[src/rtl/sp_pkg.sv]
// Shared types and constants for the sub-pixel interpolator front end.
// win_bit_lsb() is the single source of truth for pixel placement in a window word.
package sp_pkg;
   localparam int PIX_W   = 8;
   localparam int WIN_DIM = 8;
   localparam int WIN_PIX = WIN_DIM * WIN_DIM;
   localparam int IDX_W   = $clog2(WIN_PIX);

   typedef logic [PIX_W-1:0]         pix_t;
   typedef logic [WIN_PIX*PIX_W-1:0] win_t;
   typedef logic [IDX_W-1:0]         idx_t;

   // c = column 1..WIN_DIM, r = row 1..WIN_DIM; raster order, column fastest
   function automatic int win_bit_lsb(input int c, input int r);
      return ((r - 1) * WIN_DIM + (c - 1)) * PIX_W;
   endfunction
endpackage

[src/rtl/sp_win_bank.sv]
// One 8x8 window of pixel registers: indexed single-pixel write, whole-window flat read.
module sp_win_bank
   import sp_pkg::*;
(
   input  logic             clk,
   input  logic             rst_n,
   input  logic             i_we,
   input  logic [IDX_W-1:0] i_idx,
   input  logic [PIX_W-1:0] i_pix,
   output logic [WIN_PIX*PIX_W-1:0] o_win
);

   pix_t [WIN_PIX-1:0] r_mem;

   always_ff @(posedge clk or negedge rst_n) begin
      if (!rst_n) begin
         r_mem <= '0;
      end else if (i_we) begin
         r_mem[i_idx] <= i_pix;
      end
   end

   assign o_win = r_mem;

endmodule

[src/rtl/sp_window_loader.sv]
// Raster pixel stream to 8x8 window assembler with two ping-ponged banks:
// one bank fills while the other is held for the consumer.
module sp_window_loader
   import sp_pkg::*;
(
   input  logic                     clk,
   input  logic                     rst_n,
   input  logic [PIX_W-1:0]         pix_in,
   input  logic                     pix_valid,
   input  logic                     pix_sof,
   output logic                     pix_ready,
   output logic [WIN_PIX*PIX_W-1:0] win_data,
   output logic                     win_valid,
   input  logic                     win_ready,
   output logic                     sof_err
);

   logic       r_wr_bank;
   logic       r_rd_bank;
   idx_t       r_wr_idx;
   logic [1:0] r_full;
   logic       r_sof_err;

   logic       w_pix_xfer;
   logic       w_win_xfer;
   logic       w_last;
   idx_t       w_wr_addr;
   logic [1:0] w_we;
   logic [1:0] w_full_nxt;
   win_t       w_bank0;
   win_t       w_bank1;

   // Ready depends only on registered flags, never on win_ready
   assign pix_ready  = !r_full[r_wr_bank];
   assign win_valid  = r_full[r_rd_bank];
   assign w_pix_xfer = pix_valid && pix_ready;
   assign w_win_xfer = win_valid && win_ready;

   // SOF restarts the window, so it overrides a would-be last pixel
   assign w_last     = !pix_sof && (r_wr_idx == idx_t'(WIN_PIX - 1));
   assign w_wr_addr  = pix_sof ? '0 : r_wr_idx;
   assign w_we[0]    = w_pix_xfer && !r_wr_bank;
   assign w_we[1]    = w_pix_xfer &&  r_wr_bank;

   sp_win_bank u_bank0 (
      .clk   (clk),
      .rst_n (rst_n),
      .i_we  (w_we[0]),
      .i_idx (w_wr_addr),
      .i_pix (pix_in),
      .o_win (w_bank0)
   );

   sp_win_bank u_bank1 (
      .clk   (clk),
      .rst_n (rst_n),
      .i_we  (w_we[1]),
      .i_idx (w_wr_addr),
      .i_pix (pix_in),
      .o_win (w_bank1)
   );

   assign win_data = r_rd_bank ? w_bank1 : w_bank0;
   assign sof_err  = r_sof_err;

   // Set and clear always target different banks: a full bank is never written
   always_comb begin
      w_full_nxt = r_full;
      if (w_pix_xfer && w_last) begin
         w_full_nxt[r_wr_bank] = 1'b1;
      end
      if (w_win_xfer) begin
         w_full_nxt[r_rd_bank] = 1'b0;
      end
   end

   always_ff @(posedge clk or negedge rst_n) begin
      if (!rst_n) begin
         r_wr_bank <= 1'b0;
         r_rd_bank <= 1'b0;
         r_wr_idx  <= '0;
         r_full    <= '0;
         r_sof_err <= 1'b0;
      end else begin
         r_full    <= w_full_nxt;
         r_sof_err <= w_pix_xfer && pix_sof && (r_wr_idx != '0);
         if (w_win_xfer) begin
            r_rd_bank <= !r_rd_bank;
         end
         if (w_pix_xfer) begin
            if (pix_sof) begin
               r_wr_idx <= idx_t'(1);
            end else if (w_last) begin
               r_wr_bank <= !r_wr_bank;
               r_wr_idx  <= '0;
            end else begin
               r_wr_idx <= r_wr_idx + 1'b1;
            end
         end
      end
   end

endmodule

[config.mk]
export PLATFORM = sky130hd
export DESIGN_NAME = sp_window_loader
export DESIGN_NICKNAME = d
export VERILOG_FILES = /design/src/rtl/sp_pkg.sv /design/src/rtl/sp_win_bank.sv /design/src/rtl/sp_window_loader.sv
export SDC_FILE = /design/constraint.sdc
export NUM_CORES = 1
export LEC_CHECK = 0
export ABC_AREA = 0
export ABC_CLOCK_PERIOD_IN_PS = 2200
export CORE_ASPECT_RATIO = 0.7
export CORE_MARGIN = 4
export CORE_UTILIZATION = 45
export CTS_CLUSTER_DIAMETER = 150
export DETAILED_ROUTE_END_ITERATION = 8
export GPL_TIMING_DRIVEN = 0
export PLACE_DENSITY_LB_ADDON = 0.1
export SYNTH_ARGS = -nofsm -noshare
export SYNTH_HDL_FRONTEND = slang
export SYNTH_SLANG_ARGS = --single-unit
[constraint.sdc]
create_clock -name clk -period 2.2 [get_ports clk]
set_input_delay 0.44 -clock clk [delete_from_list [all_inputs] [get_ports clk]]
set_output_delay 0.44 -clock clk [all_outputs]
set_load 0.1 [all_outputs]
==> impl_results.md <==
- Placed Area: 52500 µm²
- Initial Util: 0.457
- Placed cells: roughly 4900
- RSZ-0062 raised after global routing: true
- Final Skew: between 20 and 25 ps
- Post-Route WL: about 150000 µm
- Clk root buf: clkbuf_16
- Violated checks: negative hold slack, negative setup slack
- DP Wirelength: between 100000 and 150000 µm
- Rows: 96
- Post-synth EDFFs: 0
- First-pass GRT wire length: ~220000 µm
- Port bufs: between 500 and 600
- Syn_nets: 3017
- Top_reg_cell synth: dfrtp_1
- Sequential power share: 0.426
- Outcome: complete, but fails checks
- CTS Buf Count: 103
- Max VDD drop: about 1800 µV
- Max stage delay on crit path: around 410 ps
- Grt ovf: 0
- Required time of the critical path: between 1500 and 2000 ps
- Die ar.: around 110000 µm²
- P_sw: around 15 mW
- Commonest non-fill, non-tap cell in the layout: mux2_2
- Slew HR: 0.223
- MaxCap Viol Count: 0
- WP depth: 6
- Max frequency: approximately 360 MHz
- Worst path cell trace: buf_12 > clkbuf_16 > clkbuf_16 > clkbuf_16 > mux2_4 > buf_12
- Layout cells sized above 1: 0.643
- Worst setup startpoint: r_rd_bank
- Final period util: 1.27
- Hold WC Path Type: in -> async
- CP Capture Point: win_data[442]
- Critical register-to-register path startpoint: r_wr_bank
- Nets: approximately 3700
- GR Util met2: 0.460
- Worst-margin pin slew: 1160 ps
- Most frequent cells in the layout: mux2_2 (1423), dfrtp_1 (1030), buf_4 (200), buf_6 (158), clkbuf_1 (149)
- GRT met3 Usage: 0.0660
- Clk_lat worst skew: roughly 700 ps
- Worst slack, placed: -2420 ps
- Core area: between 90000 and 100000 µm²
- Fillers: between 7000 and 8000
- Pwr Density: 801 nW/µm²
- Die Ht: approximately 270 µm
- Setup Viol. Count Final: 1099
- DRT antenna net count: 0
- Clock tree buffer depth: 3
- Sink Count: 1035
- Final Hold Viols: just under 80
- Net Sw Frac: 0.316
- CP max stage cell: dfrtp_2
- Ys async rst share: 1.00
- Leak: about 30 nW
- Non-filler instance count after layout: 5098
- Crit Path Max Fanout: 7
- Netlist cell types: between 40 and 50
- Clock-pin slew on the worst setup and hold paths: ~60 ps
- Post-layout util: 0.594
- Chip Width: 387 µm
- Initial antenna violation count: 8
- Met1 Usage GRT: 0.370
- Vias per inst: 5.57
- Multi-input logic area: between 15000 and 20000 µm²
- CP top delay family: buffers and inverters
- Pins Over Slew Limit: 0
- Post-synthesis cell area: 45200 µm²
- Sum Neg Setup Slack: -336710 ps
- Int Pwr: approximately 32 mW
- Hold slack: -282 ps
- DRC Markers: 0
- DRT iter0 DRCs: 1640
- CTS tree: yes
- Via count: 28400
- Area growth, synth to finish: 29.8%
- Combinational Power Share: 0.191
- Power share of the clock group: 0.384
- Cell mode on critical path: clkbuf_16
- Reg2Reg Capture Point: u_bank0.o_win[504]
- Global-route usage over all layers: 0.280
- RePlAce Congestion: between 0.8 and 0.9
- Total power: 47.0 mW
- CP bufs+invs: 5
- Synthesis Warnings: 0
- Grt peak-use layer: met2
- CP Class: reg -> out
- Avg Cell Area, Syn: ~15 µm²
- Register area share after synthesis: 0.573
- Io pins: between 500 and 600
- Post-synthesis register bit count: ~1000
- CP Launch Type: flop
- Arrival @ worst endpoint: around 2400 ps
- Register cell area after layout: between 20000 and 30000 µm²
- Vias in the first global route: slightly above 30000
- Synth Instances: 3002
- WL per Instance: ~30 µm
- H-tree Lvls: 3
- Critical path capture point type: primary output
- DR pass1 iterations: 5
- Worst Reg-to-Reg Cells: 6
- Post-Layout Inst Area: 58600 µm²
- Largest net degree at the start of global routing: 136
- Final worst slack: -588 ps
- Fin crit period: ~2800 ps
- R2R Setup Slk: -380 ps
-- state kept, by name, indices dropped and copies added (netlist names) --
name,count
r_wr_bank,1
r_wr_idx,6
sof_err,1
r_full,2
u_bank0.o_win,512
u_bank1.o_win,512
r_rd_bank,1
-- worst min path at each step --
stage | depth (start not counted) | end | slack [ps]
4_1_cts | 1 | u_bank1.o_win[106] | -300
3_5_place_dp | 1 | u_bank1.o_win[98] | 470
5_1_grt | 1 | u_bank1.o_win[88] | -260
6_report | 1 | u_bank1.o_win[88] | -280
2_1_floorplan | 0 | r_full[0] | 140
3_3_place_gp | 1 | u_bank0.o_win[217] | 470
-- cell type report --
cell class	instances	share of cell area
flip-flops and latches	1035	0.442
inverters	4	0.000256
diodes	1	0.0000427
multi-input cells	1751	0.327
well taps	1323	0.0282
clock inverters	29	0.00504
repair buffers	595	0.117
plain buffers	201	0.0269
clock buffers	159	0.0538
-- kinds of logic after synthesis --
group / synth area share
flip-flops: 0.573
buffers and inverters: 0.0183
adder cells (fa/ha/maj): 0.000554
AND/OR/NAND/NOR: 0.0212
multiplexers: 0.384
AO/OA/AOI/OAI: 0.00294
-- synth_stat cells, drive strengths merged, types with 4 or more instances --
library cell,count,share of area
a21oi,4,0.00061
and2,5,0.00069
and3,6,0.00083
buf,18,0.0018
clkbuf,194,0.016
dfrtp,1035,0.57
mux2,1538,0.38
nand2,108,0.0090
nand2b,5,0.00069
nand3,5,0.00055
nor2,31,0.0039
nor2b,4,0.00055
nor3,9,0.0016
o21ai,4,0.00044
or3,4,0.00055
-- power by group through the flow --
stage	Clock (mW)	Combinational [mW]	Sequential, mW
after global placement	0	8.55	20.4
final	18.0	8.95	20.0
after floorplan	0	6.17	20.2
after CTS	18.4	8.52	20.0
after global routing	19.2	9.19	20.0
after detailed placement	0	8.86	20.3
-- metal layers --
metal | vias to the layer above | wire length [µm]
met5 | - | 41
met4 | 6 | 4420
met3 | 210 | 8250
met2 | 714 | 73300
met1 | 15300 | 65200
li1 | 12100 | -
-- repair_timing --
item,in CTS,in global routing
pin swaps,6,17
endpoints found under the setup margin,1539,1604
hold endpoints to repair,79,79
cloned,7,9
gates resized for setup,3399,599
buffers inserted,14,30
(Power assumes the default switching activity.)
